==> config.mk <==
export PLATFORM = sky130hd
export DESIGN_NAME = sfifo_mc_enq_pkt_desc
export DESIGN_NICKNAME = d
export VERILOG_FILES = /design/src/rtl/sfifo_mc_enq_pkt_desc_pkg.sv /design/src/rtl/sfifo_mc_enq_pkt_desc_ch_ctrl.sv /design/src/rtl/sfifo_mc_enq_pkt_desc.sv
export SDC_FILE = /design/constraint.sdc
export NUM_CORES = 1
export LEC_CHECK = 0
export BUFFER_PORTS_ARGS = -buffer_cell sky130_fd_sc_hd__buf_2
export CAP_MARGIN = 20
export CORE_ASPECT_RATIO = 0.7
export CORE_MARGIN = 1
export CORE_UTILIZATION = 25
export DETAILED_ROUTE_END_ITERATION = 16
export PLACE_DENSITY = 0.41
export SETUP_SLACK_MARGIN = 0.4
export SYNTH_ARGS = -nofsm -noshare
export SYNTH_HDL_FRONTEND = slang
export SYNTH_SLANG_ARGS = --single-unit
==> constraint.sdc <==
create_clock -name clk -period 5.25 [get_ports clk]
set_input_delay 0.2625 -clock clk [delete_from_list [all_inputs] [get_ports clk]]
set_output_delay 0.2625 -clock clk [all_outputs]
set_load 0.1 [all_outputs]
==> src/rtl/sfifo_mc_enq_pkt_desc_pkg.sv <==
// Shared types for the multi-channel descriptor FIFO.
// Holds the descriptor layout and the channel-count ceiling.
package sfifo_mc_enq_pkt_desc_pkg;

  localparam int SFIFO_MC_MAX_CH = 16;

  typedef struct packed {
    logic        drop;
    logic [2:0]  qos;
    logic [13:0] pkt_len;
    logic [15:0] buf_ptr;
  } enq_pkt_desc_type;

  localparam int DESC_W = $bits(enq_pkt_desc_type);

endpackage

==> src/rtl/sfifo_mc_enq_pkt_desc_ch_ctrl.sv <==
// Per-channel pointer/count/status for the shared FIFO.
// Optional sticky error flag under SFIFO_MC_ERR_EN.
module sfifo_mc_ch_ctrl
  import sfifo_mc_enq_pkt_desc_pkg::*;
#(
  parameter int DEPTH_NBITS = 3,
  parameter int AFULL_LVL   = 6
) (
  input  logic                   clk,
  input  logic                   rst_n,
  input  logic                   wr_i,
  input  logic                   rd_i,
  output logic                   wr_ok_o,
  output logic                   rd_ok_o,
  output logic [DEPTH_NBITS-1:0] wptr_o,
  output logic [DEPTH_NBITS-1:0] rptr_o,
  output logic [DEPTH_NBITS:0]   count_o,
  output logic                   full_o,
  output logic                   empty_o,
  output logic                   afull_o,
  output logic                   err_o
);

  localparam int CW = DEPTH_NBITS + 1;
  localparam logic [CW-1:0] DEPTH_C =
    CW'(1 << DEPTH_NBITS);
  localparam logic [CW-1:0] AFULL_C =
    CW'(AFULL_LVL);

  logic [DEPTH_NBITS-1:0] wptr_q;
  logic [DEPTH_NBITS-1:0] rptr_q;
  logic [CW-1:0]          count_q;
  logic [CW-1:0]          count_d;

  assign full_o  = (count_q == DEPTH_C);
  assign empty_o = (count_q == '0);
  assign afull_o = (count_q >= AFULL_C);

  assign wr_ok_o = wr_i & ~full_o;
  assign rd_ok_o = rd_i & ~empty_o;

  assign wptr_o  = wptr_q;
  assign rptr_o  = rptr_q;
  assign count_o = count_q;

  // Next occupancy: simultaneous push/pop cancels out.
  always_comb begin
    count_d = count_q;
    unique case ({wr_ok_o, rd_ok_o})
      2'b10:   count_d = count_q + CW'(1);
      2'b01:   count_d = count_q - CW'(1);
      default: count_d = count_q;
    endcase
  end

  // Pointer and count state, wrapping modulo depth.
  always_ff @(posedge clk or negedge rst_n) begin
    if (!rst_n) begin
      wptr_q  <= '0;
      rptr_q  <= '0;
      count_q <= '0;
    end else begin
      if (wr_ok_o) wptr_q <= wptr_q + DEPTH_NBITS'(1);
      if (rd_ok_o) rptr_q <= rptr_q + DEPTH_NBITS'(1);
      count_q <= count_d;
    end
  end

`ifdef SFIFO_MC_ERR_EN
  logic err_q;
  logic err_d;

  assign err_d = (wr_i & full_o) | (rd_i & empty_o);
  assign err_o = err_q;

  // Sticky flag for dropped writes and ignored reads.
  always_ff @(posedge clk or negedge rst_n) begin
    if (!rst_n) begin
      err_q <= 1'b0;
    end else if (err_d) begin
      err_q <= 1'b1;
    end
  end
`else
  assign err_o = 1'b0;
`endif

endmodule

==> src/rtl/sfifo_mc_enq_pkt_desc.sv <==
// Multi-channel descriptor FIFO over one shared array.
// Build option: SFIFO_MC_ERR_EN enables sticky err flags.
module sfifo_mc_enq_pkt_desc
  import sfifo_mc_enq_pkt_desc_pkg::*;
#(
  parameter int NUM_CH      = 4,
  parameter int CH_NBITS    = 2,
  parameter int DEPTH_NBITS = 3,
  parameter int AFULL_LVL   = (2 ** DEPTH_NBITS) - 2
) (
  input  logic                           clk,
  input  logic                           rst_n,
  input  logic                           wr,
  input  logic [CH_NBITS-1:0]            wr_ch,
  input  enq_pkt_desc_type               din,
  input  logic                           rd,
  input  logic [CH_NBITS-1:0]            rd_ch,
  output enq_pkt_desc_type               dout,
  output logic                           dout_vld,
  output logic [NUM_CH*(DEPTH_NBITS+1)-1:0] count,
  output logic [NUM_CH-1:0]              full,
  output logic [NUM_CH-1:0]              empty,
  output logic [NUM_CH-1:0]              afull,
  output logic [NUM_CH-1:0]              err
);

  localparam int DEPTH = 2 ** DEPTH_NBITS;
  localparam int CW    = DEPTH_NBITS + 1;
  localparam int AW    = CH_NBITS + DEPTH_NBITS;

  if (NUM_CH < 2 || NUM_CH > SFIFO_MC_MAX_CH ||
      (2 ** CH_NBITS) != NUM_CH ||
      AFULL_LVL < 1 || AFULL_LVL > DEPTH)
  begin : g_bad_param
    $error("sfifo_mc_enq_pkt_desc: bad params");
  end

  logic [NUM_CH-1:0]      wr_req;
  logic [NUM_CH-1:0]      rd_req;
  logic [NUM_CH-1:0]      wr_ok;
  logic [NUM_CH-1:0]      rd_ok;
  logic [DEPTH_NBITS-1:0] wptr [NUM_CH];
  logic [DEPTH_NBITS-1:0] rptr [NUM_CH];

  for (genvar c = 0; c < NUM_CH; c++) begin : g_ch
    logic [CW-1:0] cnt;

    assign wr_req[c] = wr & (wr_ch == CH_NBITS'(c));
    assign rd_req[c] = rd & (rd_ch == CH_NBITS'(c));

    sfifo_mc_ch_ctrl #(
      .DEPTH_NBITS (DEPTH_NBITS),
      .AFULL_LVL   (AFULL_LVL)
    ) u_ctrl (
      .clk     (clk),
      .rst_n   (rst_n),
      .wr_i    (wr_req[c]),
      .rd_i    (rd_req[c]),
      .wr_ok_o (wr_ok[c]),
      .rd_ok_o (rd_ok[c]),
      .wptr_o  (wptr[c]),
      .rptr_o  (rptr[c]),
      .count_o (cnt),
      .full_o  (full[c]),
      .empty_o (empty[c]),
      .afull_o (afull[c]),
      .err_o   (err[c])
    );

    assign count[c*CW +: CW] = cnt;
  end

  logic          wr_acc;
  logic          rd_acc;
  logic [AW-1:0] waddr;
  logic [AW-1:0] raddr;

  assign wr_acc = |wr_ok;
  assign rd_acc = |rd_ok;
  assign waddr  = {wr_ch, wptr[wr_ch]};
  assign raddr  = {rd_ch, rptr[rd_ch]};

  enq_pkt_desc_type mem_q [NUM_CH*DEPTH];
  enq_pkt_desc_type dout_q;
  logic             dout_vld_q;

  // Shared storage; contents are not reset.
  always_ff @(posedge clk) begin
    if (wr_acc) mem_q[waddr] <= din;
  end

  // Registered read port; dout holds when no read lands.
  always_ff @(posedge clk or negedge rst_n) begin
    if (!rst_n) begin
      dout_q     <= '0;
      dout_vld_q <= 1'b0;
    end else begin
      if (rd_acc) dout_q <= mem_q[raddr];
      dout_vld_q <= rd_acc;
    end
  end

  assign dout     = dout_q;
  assign dout_vld = dout_vld_q;

endmodule

==> results of run 1 <==
==> path summary, 6_finish.rpt <==
check                                          start                   endpoint  slack, ps  cells after the start
min in group asynchronous                      rst_n  g_ch[1].u_ctrl.count_o[1]         80                      2
max                        g_ch[3].u_ctrl.count_o[2]              mem_q[23][16]       1680                      6
max reg2reg                g_ch[3].u_ctrl.count_o[2]              mem_q[23][16]       1680                      6
max in group asynchronous                      rst_n                    dout[1]       3900                      3
min reg2reg                 g_ch[3].u_ctrl.rptr_o[2]   g_ch[3].u_ctrl.rptr_o[2]        490                      1
min                                          din[10]               mem_q[0][10]         70                      1
==> cells by family after synthesis <==
logic type                 Yosys count  share of synthesized area [%]
other                                1                        0.00802
xor gates and xnor gates            32                          0.599
adders and majority gates           24                          0.706
buffers and inverters              220                           2.53
AOI/OAI and AO/OA                  489                           8.02
DFF                               1163                           73.9
muxes                              418                           9.56
and+or+nand+nor                    539                           4.69
==> routing by layer <==
layer	vias up	global-route usage, %	wire length, µm
met4	10	3.08	2510
met3	181	3.18	7570
li1	11500	-	-
met1	13700	22.4	71700
met2	550	24.8	68400
met5	-	0	62
==> metrics by stage <==
step	cell area [µm²]	hold WS, ps	power (mW)	utilization, %	worst slack (ps)
floorplan	46800	-33.1	18.6	-	1080
global placement	50500	380	22.1	27.2	1530
detailed placement	50500	383	22.0	27.2	1510
CTS	54600	4.90	30.7	29.5	1650
global route	54600	36.6	31.5	29.5	1520
finish	54600	71.5	30.3	29.5	1680
==> cells in the final DEF (no fill, tap or decap), types with 21 or more instances in the layout <==
cell type | synthesis | routed
mux2i_1 | 238 | 237
nor2_1 | 88 | 56
o32ai_1 | 22 | 22
mux2_2 | 163 | 160
edfxtp_1 | 1088 | 1088
buf_2 | 58 | 101
a21oi_1 | 59 | 59
buf_4 | 38 | 59
o22ai_1 | 99 | 99
a21o_1 | 42 | 42
nand2_1 | 380 | 380
clkbuf_16 | 0 | 120
a32oi_1 | 37 | 37
o41ai_2 | 34 | 34
nor2_4 | 2 | 34
dfrtp_1 | 75 | 75
o31ai_1 | 62 | 62
o211ai_1 | 31 | 31
clkbuf_1 | 77 | 39
nor3_1 | 24 | 24
a31oi_1 | 56 | 56
dlygate4sd3_1 | 0 | 30
buf_12 | 0 | 21
==> state kept, by name, summed over array words and instances, names as in the netlist <==
register and cells:
mem_q 1088, g_ch.u_ctrl.count_o 16, dout 34, dout_vld 1, g_ch.u_ctrl.rptr_o 12, g_ch.u_ctrl.wptr_o 12
==> layout make-up <==
cell class                 count  area [µm²]  share of cell area (%)
clock buffer                 163        3200                    5.87
sequential                  1163       34500                    63.2
tap                         2479        3100                    5.68
antenna                        2        5.00                 0.00916
clock inverter                61         659                    1.21
inverter                      20        75.1                   0.137
timing repair buffer         211        1670                    3.06
multi-input combinational   1506       11400                    20.8
==> critical path, delay by kind of cell (launching register included) <==
kind	cells	cell delay (ps)
buffers and inverters	1	280
and+or+nand+nor	5	2450
DFF	1	440
==> power by group through the flow <==
stage / Clock [mW] / Combinational (mW) / Sequential [mW]
floorplan: 0 / 5.99 / 12.6
global placement: 0 / 10.6 / 11.5
detailed placement: 0 / 10.6 / 11.5
CTS: 8.76 / 10.6 / 11.3
global route: 9.09 / 11.1 / 11.3
finish: 8.51 / 10.5 / 11.3
==> out/results.tsv, run 1 <==
stage	metric	value	unit
setup_path	critPathRequiredTime	5690	ps
global_routing	grt_pass1_vias	25700	
power_and_ir_drop	clockPowerShare	28.1	%
clock_tree	clockBufferDepth	3	
place	io_buffers	104	
flow_run	cap_viol_max_count	0	
die	initial_utilization	25.2	%
power_and_ir_drop	p_per_area	554	mW/mm²
detailed_routing	vias_per_cell	4.62	
synthesis	netlist_area	0.0468	mm²
clock_tree	postCtsSetupBuffers	0	
global_routing	grt_use_total	15.8	%
place	gp_congestion	0.720	
die	core_area	0.185	mm²
layout	areaGrowthSynthToFinish	16.8	%
timing	fmax	0.280	GHz
setup_path	critical_path_class	register to register	
clock_tree	clk_pin_slew_worst_paths	70	ps
synthesis	synth_top_area_cell	edfxtp_1	
synthesis	synth_area_leaders	edfxtp_1 70%, mux2i_1 5.1%, dfrtp_1 4.0%	
power_and_ir_drop	power_leakage	18.4	nW
power_and_ir_drop	combPwrFrac	34.7	%
setup_path	worst_path_max_delay_cell	nand3b_1	
global_routing	grt_max_degree	100	
power_and_ir_drop	p_sw_share	38.6	%
place	placed_cells	5349	
synthesis	synth_top_area_share	69.9	%
layout	nFillCells	18500	
global_routing	grt_overflow	0	
clock_tree	ctsHoldBuffers	30	
detailed_routing	first_pass_iters	13	
global_routing	antenna_found_initial	12	
timing	timing.final.crit_share	68.0	%
die	pin_count	109	
power_and_ir_drop	seq_power_share	37.2	%
die	dieArea	0.189	mm²
detailed_routing	vias	25900	
timing	rsz0062_at_grt	no	
timing	max_slew.worst_pin.slew	1170	ps
setup_path	critical_path.max_stage_delay	730	ps
synthesis	synth.avg_cell_area	16.2	µm²
timing	skew	56.0	ps
timing	relSlewSlack	22.1	%
synthesis	ys_dominant_reg_cell	edfxtp_1	
timing	setup_tns	0	ps
synthesis	synth-edff-count	1088	
die	rows	132	
clock_tree	cts_sinks	1163	
worst_hold_path	hold_class	primary input to register	
global_routing	grt_pass1_wl	210000	µm
place	dpl.hpwl	79300	µm
layout	drive_gt1_share	19.9	%
timing	setup_viol	0	
die	die_x	519	µm
clock_tree	clkLatencyLatePin	770	ps
run_status	violations	DRC	
setup_path	cp_cell_sequence	nor4b_1 -> nor2_1 -> nor4_1 -> nand3b_1 -> nor2_4 -> buf_12	
clock_tree	cts_tree	yes	
detailed_routing	ant_nets	0	
setup_path	end_kind	register	
setup_path	cp_max_fo	26	
detailed_routing	wl	150000	µm
detailed_routing	wl_per_cell	26.8	µm
synthesis	synth_cell_types	55	
timing	hold_viol	0	
clock_tree	cts_root_buffer	clkbuf_16	
clock_tree	cts_buffers	120	
clock_tree	h-tree-depth	3	
run_status	status	finished, violations left	
synthesis	synth_cells	2886	
die	die_y	364	µm
power_and_ir_drop	ir_drop	0.476	mV
timing	drv_slew	0	
synthesis	synth_commonest_cells	1088 x edfxtp_1, 380 x nand2_1, 238 x mux2i_1, 163 x mux2_2, 99 x o22ai_1	
setup_path	cp.arrival	4020	ps
synthesis	synth-async-reset-ratio	6.45	%
detailed_routing	drc	8	
synthesis	ys_seq_area_share	73.9	%
clock_tree	cts_resized	0	
detailed_routing	drt_iter0_drc	2081	
synthesis	yosysMostFrequentCell	edfxtp_1	
synthesis	yosys_warnings	0	
layout	finalNonFillerCells	5605	
power_and_ir_drop	power.switching	11.7	mW
synthesis	synth.ff_latch_count	1163	
power_and_ir_drop	internal_power	18.6	mW
layout	layout.nets	3088	
setup_path	startpoint_type	register	
timing	period_needed	3570	ps
(Power assumes the default switching activity.)
==> inputs of run 2 (changes only) <==
==> constraint.sdc (replaced) <==
create_clock -name clk -period 3.75 [get_ports clk]
set_input_delay 0.1875 -clock clk [delete_from_list [all_inputs] [get_ports clk]]
set_output_delay 0.1875 -clock clk [all_outputs]
set_load 0.1 [all_outputs]
==> out/results.tsv, run 2 (synthesis gave the netlist of run 1 again) <==
stage	metric	value	unit	change
clock_tree	cts_buffers	120		unchanged
layout	final_cell_area	0.0562	mm²	+2.8%
setup_path	cp_cell_sequence	mux4_4 -> nand2_8 -> buf_4 -> o32ai_1 -> nor3_1 -> buf_4 -> o41ai_2		
layout	layout.nets	3176		+2.8%
die	core_area	0.185	mm²	unchanged
detailed_routing	drc	0		-8
power_and_ir_drop	combPwrFrac	35.8	%	+1.1 points
die	dieArea	0.189	mm²	unchanged
layout	utilization	30.3	%	+0.84 points
place	pre_cts_slack	421	ps	-1080 ps
power_and_ir_drop	seq_power_share	35.9	%	-1.3 points
clock_tree	cts_tree	yes		
power_and_ir_drop	clockPowerShare	28.3	%	+0.2 points
place	io_buffers	104		unchanged
detailed_routing	vias	26500		+2.3%
global_routing	grt_pass1_vias	26200		+2.0%
setup_path	critical_path.max_stage_delay	920	ps	+190 ps
setup_path	cpMostUsedCell	buf_4		
layout	areaGrowthSynthToFinish	20.1	%	
clock_tree	h-tree-depth	3		unchanged
die	die_y	364	µm	unchanged
place	gp_congestion	0.734		+1.9%
die	initial_utilization	25.2	%	unchanged
timing	timing.final.crit_share	84.5	%	+16 points
setup_path	critPathRequiredTime	4370	ps	-1320 ps
layout	drive_gt1_share	22.1	%	+2.3 points
timing	skew	29.7	ps	-26.3 ps
detailed_routing	drt_iter0_drc	2264		+8.8%
global_routing	antenna_found_initial	10		-2
timing	drv_slew	0		unchanged
detailed_routing	wl_per_cell	27.0	µm	+0.91%
clock_tree	postCtsSetupBuffers	0		unchanged
detailed_routing	vias_per_cell	4.65		+0.66%
setup_path	cp.arrival	3790	ps	-230 ps
setup_path	end_kind	register		
layout	layout_common_cells	1088 x edfxtp_1, 380 x nand2_1, 237 x mux2i_1, 160 x mux2_2, 122 x clkbuf_16		
clock_tree	cts_root_buffer	clkbuf_16		
place	dpl_cell_area	0.0517	mm²	+2.5%
run_status	status	finished, final reports clean		
power_and_ir_drop	power.switching	16.7	mW	+43%
clock_tree	clockBufferDepth	3		unchanged
die	rows	132		unchanged
die	die_x	519	µm	unchanged
layout	largest_register_ffs	1088		unchanged
layout	top_register	mem_q		
layout	final_common_cell	edfxtp_1		
timing	max_slew.worst_pin.slew	986	ps	-182 ps
clock_tree	clkLatencyLatePin	750	ps	-20 ps
global_routing	grt_max_degree	70		-30%
place	dpl.hpwl	91000	µm	+15%
power_and_ir_drop	ir_drop	0.458	mV	-3.9%
timing	setup_tns	0	ps	unchanged
timing	fmax	0.316	GHz	+13%
timing	setup_viol	0		unchanged
die	pin_count	109		unchanged
timing	rsz0062_at_grt	no		
detailed_routing	first_pass_iters	7		-6
global_routing	grt_overflow	0		unchanged
flow_run	cap_viol_max_count	0		unchanged
clock_tree	cts_sinks	1163		unchanged
worst_hold_path	hold_class	primary input to register		
power_and_ir_drop	p_per_area	779	mW/mm²	+40%
setup_path	startpoint_type	register		
global_routing	grt_use_total	16.1	%	+0.32 points
setup_path	critical_path_class	register to register		
power_and_ir_drop	power_leakage	19.1	nW	+3.8%
timing	period_needed	3170	ps	-402 ps
power_and_ir_drop	p_sw_share	38.2	%	-0.34 points
timing	relSlewSlack	34.3	%	+12 points
detailed_routing	ant_nets	0		unchanged
timing	hold_viol	0		unchanged
timing	setup_ws	581	ps	-1100 ps
detailed_routing	wl	154000	µm	+2.6%
setup_path	cp_max_fo	25		-3.8%
setup_path	worst_path_max_delay_cell	mux4_4		
global_routing	grt_pass1_wl	214000	µm	+2.0%
power_and_ir_drop	internal_power	27.0	mW	+45%
clock_tree	clk_pin_slew_worst_paths	70	ps	about the same
[run 2: metrics by stage]
step,power (mW),hold slack [ps],std cells
finish,43.8,74.4,5698
global route,45.5,54.8,5697
CTS,44.2,6.28,5693
detailed placement,31.7,415,5427
global placement,31.8,400,5427
floorplan,26.1,-108,2889
[run 2: critical path, delay by kind of cell (launching register included)]
family / cells / cell delay [ps]
compound gates: 2 / 200
simple gates: 2 / 860
buf+inv: 2 / 560
mux: 1 / 920
flops: 1 / 460
[run 2: timing repair]
action | 4_1_cts | 5_1_grt
hold endpoints to repair | 1064 | 0
endpoints found under the setup margin | 0 | 30
hold buffers | 38 | 0
resized for setup | 0 | 0
[run 2: final cells by class]
cell class / count / area, µm²
sequential: 1163 / 34600
fill: 18400 / 129000
inverter: 20 / 75.1
clock inverter: 54 / 672
multi-input combinational: 1508 / 11400
antenna: 3 / 7.51
timing repair buffer: 297 / 3010
clock buffer: 174 / 3380
tap: 2479 / 3100
[run 2: power by group through the flow]
stage | Combinational, mW | Clock, mW | Sequential [mW]
after floorplan | 8.44 | 0 | 17.7
after global placement | 15.7 | 0 | 16.0
after detailed placement | 15.7 | 0 | 16.0
after CTS | 15.8 | 12.7 | 15.8
after global routing | 16.5 | 13.2 | 15.8
final | 15.7 | 12.4 | 15.7
[run 2: layer usage]
metal	up-vias	global-route usage, %	share of wire [%]
met5	-	0	0.013
met4	4	3.47	1.8
met3	160	2.65	5.4
met2	725	24.1	44
met1	13900	24.2	49
li1	11700	-	-
[run 2: final timing paths]
path / from / slack (ps) / end / cells after the start
setup / recovery: g_ch[1].u_ctrl.rptr_o[2] / 580 / dout[32] / 7
hold / removal: wr_ch[0] / 70 / g_ch[3].u_ctrl.wptr_o[2] / 6
setup reg to reg: g_ch[1].u_ctrl.rptr_o[2] / 580 / dout[32] / 7
hold reg to reg: g_ch[3].u_ctrl.rptr_o[2] / 480 / g_ch[3].u_ctrl.rptr_o[2] / 1
max in group asynchronous: rst_n / 2780 / dout[13] / 3
min in group asynchronous: rst_n / 100 / g_ch[2].u_ctrl.count_o[0] / 2
